--- src/rtl/dec_seq_if.sv ---
// Control and select bundle for dec_seq: the master drives the commands, the slave
// returns the registered one-hot select, the index and the status pulses.
interface dec_seq_if #(
  parameter int SEL_W = 2
);
  localparam int NUM_OUT = 1 << SEL_W;

  logic               clear;
  logic               load;
  logic [SEL_W-1:0]   load_idx;
  logic               step;
  logic               dir;
  logic [NUM_OUT-1:0] out;
  logic [SEL_W-1:0]   idx;
  logic               active;
  logic               wrapped;
  logic               blocked;

  modport master (
    output clear, load, load_idx, step, dir,
    input  out, idx, active, wrapped, blocked
  );

  modport slave (
    input  clear, load, load_idx, step, dir,
    output out, idx, active, wrapped, blocked
  );
endinterface

--- src/rtl/dec_seq.sv ---
// Registered one-hot select generator: loads an index, steps it up or down, and
// either wraps or refuses the step at the ends (WRAP), pulsing wrapped/blocked.
module dec_seq #(
  parameter int SEL_W = 2,
  parameter bit WRAP  = 1'b1
) (
  input logic      clock,
  input logic      reset,
  dec_seq_if.slave bus
);
  localparam int               NUM_OUT = 1 << SEL_W;
  localparam logic [SEL_W-1:0] IDX_ONE = SEL_W'(1);
  localparam logic [SEL_W-1:0] IDX_MAX = '1;

  typedef enum logic {IDLE, ACTIVE} state_t;

  state_t             state_reg;
  logic [SEL_W-1:0]   idx_reg;
  logic [NUM_OUT-1:0] out_reg;
  logic               active_reg;
  logic               wrapped_reg;
  logic               blocked_reg;

  logic [SEL_W-1:0]   step_idx;
  logic               at_bound;
  logic [NUM_OUT-1:0] load_hot;
  logic [NUM_OUT-1:0] step_hot;

  // The step target always derives from the registered index, never from load_idx.
  always_comb begin
    step_idx = bus.dir ? (idx_reg - IDX_ONE) : (idx_reg + IDX_ONE);
    at_bound = bus.dir ? (idx_reg == '0) : (idx_reg == IDX_MAX);
  end

  generate
    for (genvar gi = 0; gi < NUM_OUT; gi++) begin : g_hot
      assign load_hot[gi] = (bus.load_idx == SEL_W'(gi));
      assign step_hot[gi] = (step_idx == SEL_W'(gi));
    end
  endgenerate

  always_ff @(posedge clock or posedge reset) begin
    if (reset) begin
      state_reg   <= IDLE;
      idx_reg     <= '0;
      out_reg     <= '0;
      active_reg  <= 1'b0;
      wrapped_reg <= 1'b0;
      blocked_reg <= 1'b0;
    end else begin
      wrapped_reg <= 1'b0;
      blocked_reg <= 1'b0;
      if (bus.clear) begin
        state_reg  <= IDLE;
        idx_reg    <= '0;
        out_reg    <= '0;
        active_reg <= 1'b0;
      end else if (bus.load) begin
        state_reg  <= ACTIVE;
        idx_reg    <= bus.load_idx;
        out_reg    <= load_hot;
        active_reg <= 1'b1;
      end else if (bus.step && state_reg == ACTIVE) begin
        if (at_bound && !WRAP) begin
          blocked_reg <= 1'b1;
        end else begin
          // Reaching here with at_bound set is only possible when WRAP=1.
          idx_reg     <= step_idx;
          out_reg     <= step_hot;
          wrapped_reg <= at_bound;
        end
      end
    end
  end

  assign bus.out     = out_reg;
  assign bus.idx     = idx_reg;
  assign bus.active  = active_reg;
  assign bus.wrapped = wrapped_reg;
  assign bus.blocked = blocked_reg;
endmodule

--- src/flat_wrapper.sv ---
// flat-port wrapper written by rule: the top's interface ports become plain ports
module dec_seq_flat 
#(
  parameter int SEL_W = 2,
  parameter bit WRAP  = 1'b1
)
  (clock, reset, bus_clear, bus_load, bus_load_idx, bus_step, bus_dir, bus_out, bus_idx, bus_active, bus_wrapped, bus_blocked);
  dec_seq_if #(.SEL_W(SEL_W)) bus_i ();
  input logic clock;
  input logic reset;
  input wire logic [$bits(bus_i.clear)-1:0] bus_clear;
  input wire logic [$bits(bus_i.load)-1:0] bus_load;
  input wire logic [$bits(bus_i.load_idx)-1:0] bus_load_idx;
  input wire logic [$bits(bus_i.step)-1:0] bus_step;
  input wire logic [$bits(bus_i.dir)-1:0] bus_dir;
  output wire logic [$bits(bus_i.out)-1:0] bus_out;
  output wire logic [$bits(bus_i.idx)-1:0] bus_idx;
  output wire logic [$bits(bus_i.active)-1:0] bus_active;
  output wire logic [$bits(bus_i.wrapped)-1:0] bus_wrapped;
  output wire logic [$bits(bus_i.blocked)-1:0] bus_blocked;
  assign bus_i.clear = bus_clear;
  assign bus_i.load = bus_load;
  assign bus_i.load_idx = bus_load_idx;
  assign bus_i.step = bus_step;
  assign bus_i.dir = bus_dir;
  assign bus_out = bus_i.out;
  assign bus_idx = bus_i.idx;
  assign bus_active = bus_i.active;
  assign bus_wrapped = bus_i.wrapped;
  assign bus_blocked = bus_i.blocked;
  dec_seq #(.SEL_W(SEL_W), .WRAP(WRAP)) u_core (.clock(clock), .reset(reset), .bus(bus_i));
endmodule
--- config.mk ---
export PLATFORM = sky130hd
export DESIGN_NAME = dec_seq_flat
export DESIGN_NICKNAME = d
export VERILOG_FILES = /design/src/rtl/dec_seq_if.sv /design/src/rtl/dec_seq.sv /design/src/flat_wrapper.sv
export SDC_FILE = /design/constraint.sdc
export NUM_CORES = 1
export LEC_CHECK = 0
export BUFFER_PORTS_ARGS = -buffer_cell sky130_fd_sc_hd__buf_2
export CORE_AREA = 2 2 39 41
export DETAILED_ROUTE_END_ITERATION = 8
export DIE_AREA = 0 0 41 43
export GPL_ROUTABILITY_DRIVEN = 0
export PLACE_DENSITY = 0.56
export SLEW_MARGIN = 0
export SYNTH_ARGS = -nofsm -noshare
export SYNTH_HDL_FRONTEND = slang
export SYNTH_SLANG_ARGS = --single-unit
--- constraint.sdc ---
create_clock -name clock -period 3.65 [get_ports clock]
set_input_delay 0.5475 -clock clock [delete_from_list [all_inputs] [get_ports clock]]
set_output_delay 0.5475 -clock clock [all_outputs]
set_load 0.01 [all_outputs]
==> results of run 1 <==
==> synthesized netlist by cell type (all sizes together) (2+ instances only) <==
library cell  count
nand2             5
a21oi             2
dfrtp             8
inv               2
a22o              3
nor2              5
ha                2
a211oi            2
xor2              2
o31ai             2
nand2b            2
buf               2
==> final cells by class <==
cell class	count	area, um^2	area share [%]
multi-input cells	31	221	40.5
flip-flops and latches	8	200	36.6
repair buffers	15	75.1	13.7
clock buffers	3	22.5	4.12
well taps	16	20.0	3.66
inverters	2	7.51	1.37
==> layer usage <==
| metal | track usage, % | up-vias |
|---|---|---|
| li1 | - | 183 |
| met1 | 15.3 | 161 |
| met2 | 17.8 | 13 |
| met3 | 7.85 | 0 |
| met4 | 2.00 | 0 |
| met5 | 0 | - |
==> power breakdown <==
part / internal [mW] / leakage [nW] / switching (mW)
clock network: 0.0375 / 0.0138 / 0.0278
logic: 0.0192 / 0.163 / 0.0237
registers: 0.0947 / 0.107 / 0.00644
total: 0.151 / 0.283 / 0.0579
==> cell usage in the layout, fill, tap and decap left out, types with 2 or more instances in the layout <==
cell type and count:
buf_2 15, dfrtp_1 8, nand2_1 5, nor2_1 5
clkbuf_4 3, o31ai_1 2, nand2b_1 2, a21oi_1 2
a22o_2 2, xor2_1 2, inv_1 2, ha_1 2
==> cells by family (layout without fill, tap and decap cells) <==
group | after synthesis | in the layout | synth area share, %
simple gates | 13 | 13 | 13.0
mux | 1 | 1 | 2.54
flops | 8 | 8 | 45.1
compound gates | 12 | 12 | 23.9
xor+xnor | 2 | 2 | 3.94
fa+ha+maj | 2 | 2 | 5.63
buf+inv | 4 | 20 | 5.07
other cells | 1 | 1 | 0.844
==> stage by stage <==
stage | area [um^2] | std cells | setup slack [ps] | hold slack [ps] | total power, mW
3_5_place_dp | 524 | 72 | 2000 | 493 | 0.146
4_1_cts | 547 | 75 | 2180 | 235 | 0.214
6_report | 547 | 75 | 2190 | 227 | 0.209
3_3_place_gp | 524 | 72 | 2010 | 490 | 0.147
2_1_floorplan | 444 | 43 | 2190 | 363 | 0.131
5_1_grt | 547 | 75 | 2100 | 256 | 0.226
==> final timing paths <==
kind	startpoint	cells after the start	to
min in group clock	u_core.bus.out[1]	1	u_core.bus.out[1]
worst min register to register	u_core.bus.out[1]	1	u_core.bus.out[1]
max in group asynchronous	reset	2	u_core.bus.idx[0]
worst min-delay path	reset	2	u_core.bus.idx[1]
worst max-delay path	u_core.bus.idx[0]	1	bus_idx[0]
worst max register to register	u_core.bus.idx[1]	5	u_core.bus.idx[1]
==> impl_metrics.yaml, run 1 <==
setup_path:
  slowest_delay_ps: 480
  startpoint_type: "flip-flop"
  crit_arrival_ps: 910
  crit_family: "flip-flops"
  end_kind: "output port"
  required_ps: 3100
  worstSetupPathType: "flip-flop to output port"
  cp_max_fo: 8
  crit_chain: "buf_2"
  reg2reg_slack_ps: 2210
  slowest_stage: "dfrtp_1"
  worst-path-buf-inv: 1
clock_network:
  htree_levels: 1
  clock_path_buffers: 2
  numCtsBuffers: 3
  hold_buffers: 0
  cts_resized: 0
  clkSlewWorstSetupHoldPaths_ps: 50
  cts_root_buffer: "clkbuf_4"
  cts_tree: "done"
  cts_sinks: 8
  clk_latency_ps: 250
  post-cts-setup-buffer-count: 0
logic_synthesis:
  syn_area_per_cell_um2: 10.3
  yosys_most_used_dff: "dfrtp_1"
  synth-async-reset-ratio_pct: 100
  syn_area_um2: 444
  synth_area_leaders: "dfrtp_1 45%, ha_1 5.6%, a211oi_4 4.5%, a22o_2 4.5%, nand2_1 4.2%"
  ys_warn_count: 0
  syn_nets: 53
  yosys.area.top_type_share_pct: 45.1
  yosys.area.top_type: "dfrtp_1"
  seq_area_frac_synth_pct: 45.1
  synth.distinct_cells: 20
  ys_ff_latch: 8
  syn_inst: 43
  synth-edff-count: 0
route:
  drt_iter0_drc: 5
  vias: 357
  drtAntennaViolNets: 0
  wl_met3_um: 74
  vias_per_cell: 4.76
  highest_layer: "met3"
  wl_per_cell_um: 11.0
  drt_pre_antenna_iters: 2
  met1_length_um: 367
  wl_met2_um: 385
  drc: 0
  routed_wl_um: 827
cells_and_area:
  largest_register_ffs: 4
  fin_util_pct: 39.5
  final_nets: 71
  antenna_cells: 0
  syn2layout_area_growth_pct: 23.1
  n_fill_cell: 147
  layout-drive-gt1-share_pct: 37.3
timing:
  grt_setup_unrepaired: "false"
  setup-tns-final_ps: 0
  finClkSkew_ps: 2.23
  hold_viol_final: 0
  drv_slew: 0
  max_freq_ghz: 0.686
  setup_violations: 0
  finalCriticalPeriod_ps: 1460
  fin_crit_sh_pct: 39.9
die:
  io_pins: 17
  die_y_um: 43
  die_area_um2: 1760
  die_w_um: 41
  placementRows: 14
  core_area_um2: 1380
  initial_utilization_pct: 32.1
global_route:
  grt_pass1_vias: 349
  grt_max_degree: 11
  grt_usage_pct: 12.3
  antenna_found_initial: 0
  grt_pass1_wl_mm: 1.44
  grt-ovfl-total: 0
placed_design:
  io_buffers: 15
  dp_hpwl_um: 662
power:
  power_density_nw_per_um2: 383
  leakage_nw: 0.283
  ir_worst_vdd_v: 0.000230
flow_run:
  max_cap_viol_count: 0
worst_hold_path:
  hp-class: "primary input to async pin"
status:
  status: "completed"
Note: power is estimated with default switching activity, not from simulation.
==> run 2, diff against run 1 <==
clock period = 1.4 ns   (was 3.65 ns; I/O delays follow)
==> impl_metrics.yaml, run 2 (synthesis results as in run 1) <==
placed_design:
  place_area_um2: 547
  io_buffers: 15
  dp_hpwl_um: 744
route:
  vias_per_cell: 4.78
  wl_per_cell_um: 11.6
  drc: 0
  vias: 378
  drtAntennaViolNets: 0
  routed_wl_um: 917
  drt_pre_antenna_iters: 2
  drt_iter0_drc: 1
timing:
  setup_violations: 0
  fin_crit_sh_pct: 95.6
  drv_slew: 0
  hold_viol_final: 0
  finClkSkew_ps: 2.52
  finalCriticalPeriod_ps: 1340
  grt_setup_unrepaired: "true"
  max_freq_ghz: 0.747
global_route:
  grt_usage_pct: 12.5
  grt_pass1_wl_mm: 1.50
  grt_pass1_vias: 366
  grt-ovfl-total: 0
  grt_max_degree: 11
  antenna_found_initial: 0
clock_network:
  clkSlewWorstSetupHoldPaths_ps: 50
  htree_levels: 1
  cts_tree: "done"
  clk_latency_ps: 240
  cts_sinks: 8
  clock_path_buffers: 2
  cts_root_buffer: "clkbuf_4"
  numCtsBuffers: 3
die:
  die_w_um: 41
  placementRows: 14
  die_area_um2: 1760
  io_pins: 17
  initial_utilization_pct: 32.1
  core_area_um2: 1380
  die_y_um: 43
cells_and_area:
  fin_util_pct: 42.4
  final_nets: 75
  final_cell_mix: "15 x buf_2, 8 x dfrtp_1, 5 x nand2_1, 5 x nor2_1"
  design_area_um2: 587
  layout_commonest_cell: "buf_2"
  layout-drive-gt1-share_pct: 41.3
  largest_register_ffs: 4
  antenna_cells: 0
  syn2layout_area_growth_pct: 32.1
setup_path:
  startpoint_type: "flip-flop"
  worst-path-buf-inv: 0
  end_kind: "flip-flop"
  worstSetupPathType: "flip-flop to flip-flop"
  slowest_delay_ps: 400
  slowest_stage: "dfrtp_1"
  crit_family: "flip-flops"
  required_ps: 1530
  cp_max_fo: 2
  crit_chain: "xor2_2 -> ha_1 -> nand2b_1 -> a21oi_1 -> mux2_2"
  crit_arrival_ps: 1470
flow_run:
  max_cap_viol_count: 0
power:
  ir_worst_vdd_v: 0.000590
  leakage_nw: 0.303
  power_density_nw_per_um2: 960
  total_power_mw: 0.563
status:
  status: "completed"
worst_hold_path:
  hp-class: "primary input to flip-flop"
==> run 2: final cells by class <==
class | count | area, um^2
clock buffer | 3 | 22.5
fill | 140 | 797
inverter | 2 | 7.51
multi-input combinational | 31 | 229
sequential | 8 | 200
tap | 16 | 20.0
timing repair buffer | 19 | 108
==> run 2: final timing paths <==
kind	startpoint	end	cells past startpoint	slack [ps]
setup / recovery	u_core.bus.idx[1]	u_core.bus.idx[1]	5	60
hold / removal	bus_clear	u_core.bus.idx[0]	2	250
setup reg to reg	u_core.bus.idx[1]	u_core.bus.idx[1]	5	60
hold reg to reg	u_core.bus.out[1]	u_core.bus.out[1]	1	500
max in group asynchronous	reset	u_core.bus.out[0]	3	710
min in group asynchronous	reset	u_core.bus.wrapped	3	450
==> run 2: what timing repair did <==
action,4_1_cts,5_1_grt
endpoints found under the hold margin,8,0
gates resized for setup,0,1
setup buffers,0,0
endpoints found under the setup margin,0,3
hold buffers,1,0
==> run 2: stage by stage <==
| stage | std cells | setup slack, ps | hold slack, ps | setup TNS, ps |
|---|---|---|---|---|
| floorplan | 43 | 10.4 | 25.7 | 0 |
| global placement | 75 | 70.9 | 179 | 0 |
| detailed placement | 75 | 42.5 | 173 | 0 |
| CTS | 79 | 32.2 | 242 | 0 |
| global route | 79 | -5.10 | 265 | -5.10 |
| finish | 79 | 61.9 | 248 | 0 |
==> run 2: power breakdown <==
part / total (mW) / internal (mW) / switching, mW / leakage, nW
sequential: 0.260 / 0.247 / 0.0133 / 0.107
clock: 0.170 / 0.0977 / 0.0723 / 0.0138
combinational: 0.133 / 0.0624 / 0.0710 / 0.183
total: 0.563 / 0.407 / 0.157 / 0.303
==> run 2: per-layer routing <==
layer / up-vias / GRT usage [%] / share of wire [%]
li1: 191 / - / -
met1: 178 / 16.4 / 45
met2: 9 / 19.4 / 48
met3: 0 / 3.14 / 6.1
met4: 0 / 4.00 / 0
met5: - / 0 / 0
